File: config.mk
export PLATFORM = sky130hd
export DESIGN_NAME = e300_arty_dev_kit_system_flat
export DESIGN_NICKNAME = d
export VERILOG_FILES = /design/src/rtl/jtag_pkg.sv /design/src/rtl/jtag_if.sv /design/src/rtl/jtag_tap.sv /design/src/rtl/e300_arty_dev_kit_system.sv /design/src/flat_wrapper.sv
export SDC_FILE = /design/constraint.sdc
export NUM_CORES = 1
export LEC_CHECK = 0
export ABC_AREA = 1
export BUFFER_PORTS_ARGS = -buffer_cell sky130_fd_sc_hd__clkbuf_2
export CAP_MARGIN = 20
export CORE_MARGIN = 4
export CORE_UTILIZATION = 35
export CTS_CLUSTER_SIZE = 28
export DETAILED_ROUTE_END_ITERATION = 7
export PLACE_DENSITY_LB_ADDON = 0.12
export SYNTH_ARGS = -nofsm -noshare
export SYNTH_HDL_FRONTEND = slang
export SYNTH_SLANG_ARGS = --single-unit
File: constraint.sdc
create_clock -name clock -period 4.2 [get_ports clock]
set_clock_uncertainty 0.15 [all_clocks]
set_input_delay 0.84 -clock clock [delete_from_list [all_inputs] [get_ports clock]]
set_output_delay 0.84 -clock clock [all_outputs]
set_load 0.02 [all_outputs]
File: src/rtl/jtag_pkg.sv
// jtag_pkg: TAP states, IR opcodes, IDCODE/DTMCS values and DMI layout shared by the debug transport.
package jtag_pkg;
    localparam int IR_W     = 5;
    localparam int ABITS    = 7;
    localparam int DATA_W   = 32;
    localparam int DMI_W    = ABITS + DATA_W + 2;
    localparam int RF_DEPTH = 16;
    localparam int RF_AW    = 4;

    localparam logic [IR_W-1:0] IR_IDCODE  = 5'h01;
    localparam logic [IR_W-1:0] IR_DTMCS   = 5'h10;
    localparam logic [IR_W-1:0] IR_DMI     = 5'h11;
    localparam logic [IR_W-1:0] IR_BYPASS  = 5'h1F;
    localparam logic [IR_W-1:0] IR_CAPTURE = 5'b00001;

    localparam logic [31:0] IDCODE_VAL = 32'h10E31913;
    localparam logic [31:0] DTMCS_VAL  = {22'd0, 6'(ABITS), 4'd1};

    typedef enum logic [3:0] {
        TLR, RTI,
        SEL_DR, CAP_DR, SHIFT_DR, EXIT1_DR, PAUSE_DR, EXIT2_DR, UPD_DR,
        SEL_IR, CAP_IR, SHIFT_IR, EXIT1_IR, PAUSE_IR, EXIT2_IR, UPD_IR
    } tap_state_e;

    typedef enum logic [1:0] {DMI_NOP, DMI_READ, DMI_WRITE, DMI_RSVD} dmi_op_e;

    function automatic tap_state_e tap_next(tap_state_e s, logic tms);
        tap_state_e n;
        n = TLR;
        case (s)
            TLR:      n = tms ? TLR      : RTI;
            RTI:      n = tms ? SEL_DR   : RTI;
            SEL_DR:   n = tms ? SEL_IR   : CAP_DR;
            CAP_DR:   n = tms ? EXIT1_DR : SHIFT_DR;
            SHIFT_DR: n = tms ? EXIT1_DR : SHIFT_DR;
            EXIT1_DR: n = tms ? UPD_DR   : PAUSE_DR;
            PAUSE_DR: n = tms ? EXIT2_DR : PAUSE_DR;
            EXIT2_DR: n = tms ? UPD_DR   : SHIFT_DR;
            UPD_DR:   n = tms ? SEL_DR   : RTI;
            SEL_IR:   n = tms ? TLR      : CAP_IR;
            CAP_IR:   n = tms ? EXIT1_IR : SHIFT_IR;
            SHIFT_IR: n = tms ? EXIT1_IR : SHIFT_IR;
            EXIT1_IR: n = tms ? UPD_IR   : PAUSE_IR;
            PAUSE_IR: n = tms ? EXIT2_IR : PAUSE_IR;
            EXIT2_IR: n = tms ? UPD_IR   : SHIFT_IR;
            UPD_IR:   n = tms ? SEL_DR   : RTI;
        endcase
        return n;
    endfunction
endpackage

File: src/rtl/jtag_if.sv
// jtag_if: JTAG pin bundle; master drives TCK/TMS/TDI/TRST, slave returns TDO/DRV_TDO.
interface jtag_if;
    logic TCK;
    logic TMS;
    logic TDI;
    logic TRST;
    logic TDO;
    logic DRV_TDO;

    modport master (output TCK, TMS, TDI, TRST, input TDO, DRV_TDO);
    modport slave  (input TCK, TMS, TDI, TRST, output TDO, DRV_TDO);
endinterface

File: src/rtl/jtag_tap.sv
// jtag_tap: 1149.1 TAP state machine, 5-bit IR and TDO driver, stepped by oversampled TCK edges.
// Macro JTAG_TRST_EN: when defined, synchronized TRST forces Test-Logic-Reset.
module jtag_tap
    import jtag_pkg::*;
(
    input  logic            clock,
    input  logic            reset,
    input  logic            step,
    input  logic            fall,
    input  logic            tms,
    input  logic            tdi,
    input  logic            trst,
    input  logic            dr_lsb,
    output logic            tick,
    output tap_state_e      state,
    output logic [IR_W-1:0] ir,
    output logic            tdo,
    output logic            drv_tdo
);
    tap_state_e      state_nx;
    logic [IR_W-1:0] ir_sr, ir_sr_nx, ir_nx;
    logic            tdo_q, tdo_nx, trst_hit;

`ifdef JTAG_TRST_EN
    assign trst_hit = trst;
`else
    logic unused_trst;
    assign unused_trst = trst;
    assign trst_hit    = 1'b0;
`endif

    // TRST suppresses the TCK step so it always wins over a coincident edge
    assign tick    = step & ~trst_hit;
    assign drv_tdo = (state == SHIFT_IR) || (state == SHIFT_DR);
    assign tdo     = drv_tdo & tdo_q;

    always_ff @(posedge clock) begin
        if (!reset) begin
            state <= TLR;
            ir    <= IR_IDCODE;
            ir_sr <= '0;
            tdo_q <= 1'b0;
        end else begin
            state <= state_nx;
            ir    <= ir_nx;
            ir_sr <= ir_sr_nx;
            tdo_q <= tdo_nx;
        end
    end

    always_comb begin
        state_nx = trst_hit ? TLR : tick ? tap_next(state, tms) : state;
        ir_sr_nx = !tick ? ir_sr : state == CAP_IR ? IR_CAPTURE :
                   state == SHIFT_IR ? {tdi, ir_sr[IR_W-1:1]} : ir_sr;
        ir_nx    = state_nx == TLR ? IR_IDCODE : (tick && state == UPD_IR) ? ir_sr : ir;
        tdo_nx   = !fall ? tdo_q : state == SHIFT_IR ? ir_sr[0] :
                   state == SHIFT_DR ? dr_lsb : 1'b0;
    end
endmodule

File: src/rtl/e300_arty_dev_kit_system.sv
// e300_arty_dev_kit_system: JTAG debug transport with IDCODE/DTMCS/DMI/BYPASS DRs and a 16x32 DMI register file.
// Macro JTAG_TRST_EN: when defined, io_jtag.TRST resets the TAP (see jtag_tap).
module e300_arty_dev_kit_system
    import jtag_pkg::*;
(
    input  logic clock,
    input  logic reset,
    jtag_if.slave io_jtag
);
    logic [1:0]        tck_s, tms_s, tdi_s, trst_s;
    logic              tck_q, rise, fall, step, tick, tms_l, tdi_l, upd, in_rf;
    logic [DMI_W-1:0]  dr, dr_nx;
    logic [ABITS-1:0]  last_addr, d_addr;
    logic [DATA_W-1:0] last_data, d_data;
    logic [DATA_W-1:0] rf [RF_DEPTH];
    dmi_op_e           d_op;
    tap_state_e        state;
    logic [IR_W-1:0]   ir;

    assign rise   = tck_s[1] & ~tck_q;
    assign fall   = ~tck_s[1] & tck_q;
    assign d_addr = dr[DMI_W-1 -: ABITS];
    assign d_data = dr[DATA_W+1:2];
    assign d_op   = dmi_op_e'(dr[1:0]);
    assign in_rf  = d_addr < ABITS'(RF_DEPTH);
    assign upd    = tick && state == UPD_DR && ir == IR_DMI;

    jtag_tap u_tap (
        .clock   (clock),
        .reset   (reset),
        .step    (step),
        .fall    (fall),
        .tms     (tms_l),
        .tdi     (tdi_l),
        .trst    (trst_s[1]),
        .dr_lsb  (dr[0]),
        .tick    (tick),
        .state   (state),
        .ir      (ir),
        .tdo     (io_jtag.TDO),
        .drv_tdo (io_jtag.DRV_TDO)
    );

    // One shared DR; TDI enters at the MSB of whichever length the IR selects
    always_comb begin
        dr_nx = dr;
        if (tick && state == CAP_DR)
            dr_nx = ir == IR_IDCODE ? DMI_W'(IDCODE_VAL) :
                    ir == IR_DTMCS  ? DMI_W'(DTMCS_VAL)  :
                    ir == IR_DMI    ? {last_addr, last_data, DMI_NOP} : '0;
        else if (tick && state == SHIFT_DR)
            dr_nx = ir == IR_DMI ? {tdi_l, dr[DMI_W-1:1]} :
                    (ir == IR_IDCODE || ir == IR_DTMCS) ? DMI_W'({tdi_l, dr[DATA_W-1:1]}) :
                    DMI_W'(tdi_l);
    end

    always_ff @(posedge clock) begin
        if (!reset) begin
            tck_s     <= '0;
            tms_s     <= '0;
            tdi_s     <= '0;
            trst_s    <= '0;
            tck_q     <= 1'b0;
            step      <= 1'b0;
            tms_l     <= 1'b0;
            tdi_l     <= 1'b0;
            dr        <= '0;
            last_addr <= '0;
            last_data <= '0;
            for (int i = 0; i < RF_DEPTH; i++) rf[i] <= '0;
        end else begin
            tck_s  <= {tck_s[0], io_jtag.TCK};
            tms_s  <= {tms_s[0], io_jtag.TMS};
            tdi_s  <= {tdi_s[0], io_jtag.TDI};
            trst_s <= {trst_s[0], io_jtag.TRST};
            tck_q  <= tck_s[1];
            step   <= rise;
            if (rise) begin
                tms_l <= tms_s[1];
                tdi_l <= tdi_s[1];
            end
            dr <= dr_nx;
            if (upd && (d_op == DMI_READ || d_op == DMI_WRITE)) begin
                last_addr <= d_addr;
                last_data <= d_op == DMI_WRITE ? d_data : in_rf ? rf[d_addr[RF_AW-1:0]] : '0;
            end
            if (upd && d_op == DMI_WRITE && in_rf) rf[d_addr[RF_AW-1:0]] <= d_data;
        end
    end
endmodule

File: src/flat_wrapper.sv
// flat-port wrapper written by rule: the top's interface ports become plain ports
module e300_arty_dev_kit_system_flat import jtag_pkg::*;
  (clock, reset, io_jtag_TCK, io_jtag_TMS, io_jtag_TDI, io_jtag_TRST, io_jtag_TDO, io_jtag_DRV_TDO);
  jtag_if io_jtag_i ();
  input  logic clock;
  input  logic reset;
  input wire logic [$bits(io_jtag_i.TCK)-1:0] io_jtag_TCK;
  input wire logic [$bits(io_jtag_i.TMS)-1:0] io_jtag_TMS;
  input wire logic [$bits(io_jtag_i.TDI)-1:0] io_jtag_TDI;
  input wire logic [$bits(io_jtag_i.TRST)-1:0] io_jtag_TRST;
  output wire logic [$bits(io_jtag_i.TDO)-1:0] io_jtag_TDO;
  output wire logic [$bits(io_jtag_i.DRV_TDO)-1:0] io_jtag_DRV_TDO;
  assign io_jtag_i.TCK = io_jtag_TCK;
  assign io_jtag_i.TMS = io_jtag_TMS;
  assign io_jtag_i.TDI = io_jtag_TDI;
  assign io_jtag_i.TRST = io_jtag_TRST;
  assign io_jtag_TDO = io_jtag_i.TDO;
  assign io_jtag_DRV_TDO = io_jtag_i.DRV_TDO;
  e300_arty_dev_kit_system u_core (.clock(clock), .reset(reset), .io_jtag(io_jtag_i));
endmodule
==> reports/metrics.yaml <==
status: "finished clean"
yosysTopAreaCell: "edfxtp_1"
synthCells: 2840
crit_type: "flop to flop"
yosysMostFrequentCell: "nor2_1"
seq_area_um2: 17600
slowest_stage: "nand2_2"
multi_input_area_um2: 9080
placed_cell_area_um2: 29200
grt_pass1_wl_um: 130000
drv_cap: 0
routed_wl_um: 88100
grt_start_max_net_pins: 149
period_minus_slack_ns: 3.06
max_freq_mhz: 327
synth-seq-cells: 621
avgRoutedWirePerCell_um: 22.8
ys_top_cells_by_area: "edfxtp_1 (55%), nor2_1 (9.6%), dfxtp_1 (7.7%), o21ai_0 (6.1%), nor2_2 (4.5%)"
detailroute.via_count: 20400
crit_arrival_ns: 3.20
port_buffers: 6
relSlewSlack: 0.288
die_x_um: 292
clkTransAtPathRegs_ns: 0.05
p_leak_uw: 0.0103
use_met2: 0.329
rows: 103
fillers: 7886
synth_edf_count: 512
synth_area_um2: 28200
busiest_layer: "met2"
hp-class: "input port to flop"
tns_ns: 0
period_share: 0.728
cts_resized: 0
ys_types: 34
clock-sinks: 621
drt_iter0_markers: 1628
nets: 2765
io_pins: 8
met1_usage: 0.281
path_max_fanout: 20
drive_above_1_share: 0.151
p_per_area_nw_per_um2: 421
critPathCaptureType: "flop"
drv_slew: 0
cp.required_ns: 4.34
coreArea_um2: 79400
overflow: 0
synth-main-ff-cell: "edfxtp_1"
die_area_um2: 85100
clock_latency_ns: 0.61
finalSetupViolCount: 0
cts_hold_buf: 0
htree_levels: 3
dr.pass1.iters: 5
cts_tree: "done"
cts_root_buf: "clkbuf_16"
slowest_delay_ns: 0.49
finalHoldViolations: 0
area_growth_syn_to_layout_pct: 11.4
routabilityCongestion: 0.805
grtUsageTotal: 0.202
drc_errors: 0
clock_tree.buffer_depth: 3
crit_top_cell: "nand2_2"
grt_pass1_vias: 19700
final_cell_area_um2: 31400
met3_usage: 0.0340
cts_setup_buffers: 0
insertedDiodeCount: 0
tightestPinTransition_ns: 1.06
die-height_um: 292
syn-num-nets: 2847
seq_area_frac_synth: 0.623
synth_commonest_cells: "nor2_1 (718), edfxtp_1 (512), o21ai_0 (343), nor2_2 (202), nand2_1 (187)"
netlist.area_leader.share: 0.546
antenna_found_initial: 1
worst-path-buf-inv: 2
cp_cell_sequence: "nor2_2 > nand3_2 > nor2_4 > inv_2 > nor3_2 > nand2_2 > nor3_4 > nand2_4 > nand2_2 > buf_12"
via_per_inst: 5.27
cts_made_buffers: 72
vdd_drop_max_uv: 286
critPathLaunchType: "flop"
initial_core_util: 0.355
postRouteAntennaNets: 0
yosysWarningCount: 0
rsz0062_at_grt: "no"
ys_async_sr_fraction: 0
hpwl_um: 46500
crit_family: "simple AND/OR/NAND/NOR gates"
avgSynthCellArea_um2: 9.92
## placed cells by master (no fill, tap or decap), drive strengths merged, types with 100 or more instances in the layout
cell,netlist,routed
nand3,132,132
dfxtp,109,109
clkbuf,165,112
nor2,922,922
nand2,200,200
inv,122,124
o21ai,343,343
edfxtp,512,512
a21oi,100,100
o211ai,124,124
## metal layers
metal  part of all wire  vias to the layer above  wire [um]
met4              0.028                        0       2430
li1                   -                     9550          -
met2               0.46                      529      40800
met5                  0                        -          0
met1               0.46                    10200      40400
met3              0.051                      146       4480
## state kept, by name, indices dropped and copies added, names as in the netlist, named ones only
signal              flops
u_core.last_data       32
u_core.tms_l            1
u_core.u_tap.tdo_q      1
u_core.u_tap.ir_sr      5
u_core.step             1
u_core.tms_s            2
u_core.tck_s            2
u_core.tck_q            1
u_core.u_tap.ir         5
u_core.rf             512
u_core.tdi_s            2
u_core.u_tap.state      4
u_core.dr              41
u_core.tdi_l            1
u_core.last_addr        7
## report_power, final
| part | internal (uW) | leakage, uW | total, uW | switching, uW |
|---|---|---|---|---|
| Sequential | 6870 | 0.00589 | 6920 | 56.7 |
| Clock | 3480 | 0.00108 | 6010 | 2530 |
| Combinational | 66.4 | 0.00329 | 301 | 234 |
| Total | 10400 | 0.0103 | 13200 | 2820 |
## per-stage QoR
stage	hold slack [ns]	power, uW	util	cells	setup slack [ns]
5_1_grt	0.245	13600	0.396	3866	0.997
2_1_floorplan	0.240	7180	-	2840	1.20
3_5_place_dp	0.261	7360	0.368	3734	0.804
4_1_cts	0.234	13400	0.396	3866	1.13
3_3_place_gp	0.260	7350	0.367	3733	0.828
6_report	0.265	13200	0.396	3866	1.14
## logic make-up (layout without fill, tap and decap cells)
family	after synthesis	count (layout)	share of synthesized area
DFF	621	621	0.623
buffers and inverters	350	326	0.0573
AOI/OAI and AO/OA	604	604	0.121
adders and majority gates	1	1	0.000444
and+or+nand+nor	1263	1263	0.198
muxes	1	1	0.000400
## layout make-up
| type | instances | area share |
|---|---|---|
| inverter | 124 | 0.0151 |
| tap | 1050 | 0.0418 |
| clock inverter | 25 | 0.00610 |
| multi-input combinational | 1869 | 0.289 |
| clock buffer | 107 | 0.0648 |
| timing repair buffer | 70 | 0.0237 |
| sequential | 621 | 0.559 |
## worst reg2reg max path, stage by stage (launching register included)
cell and delay, ns:
dfxtp_1 0.31, nor2_2 0.15, nand3_2 0.12, nor2_4 0.25
inv_2 0.07, nor3_2 0.19, nand2_2 0.19, nor3_4 0.39
nand2_4 0.08, nand2_2 0.49, buf_12 0.30
## worst paths after layout
path                      start               end  slack [ns]  cells past startpoint
min reg2reg     u_core.tck_s[0]   u_core.tck_s[1]        0.27                      2
max reg2reg  u_core.u_tap.ir[2]  u_core.rf[9][10]        1.14                     10
max          u_core.u_tap.ir[2]  u_core.rf[9][10]        1.14                     10
min                 io_jtag_TMS   u_core.tms_s[0]        0.26                      3
No activity file was read; power rests on OpenSTA's default activity.
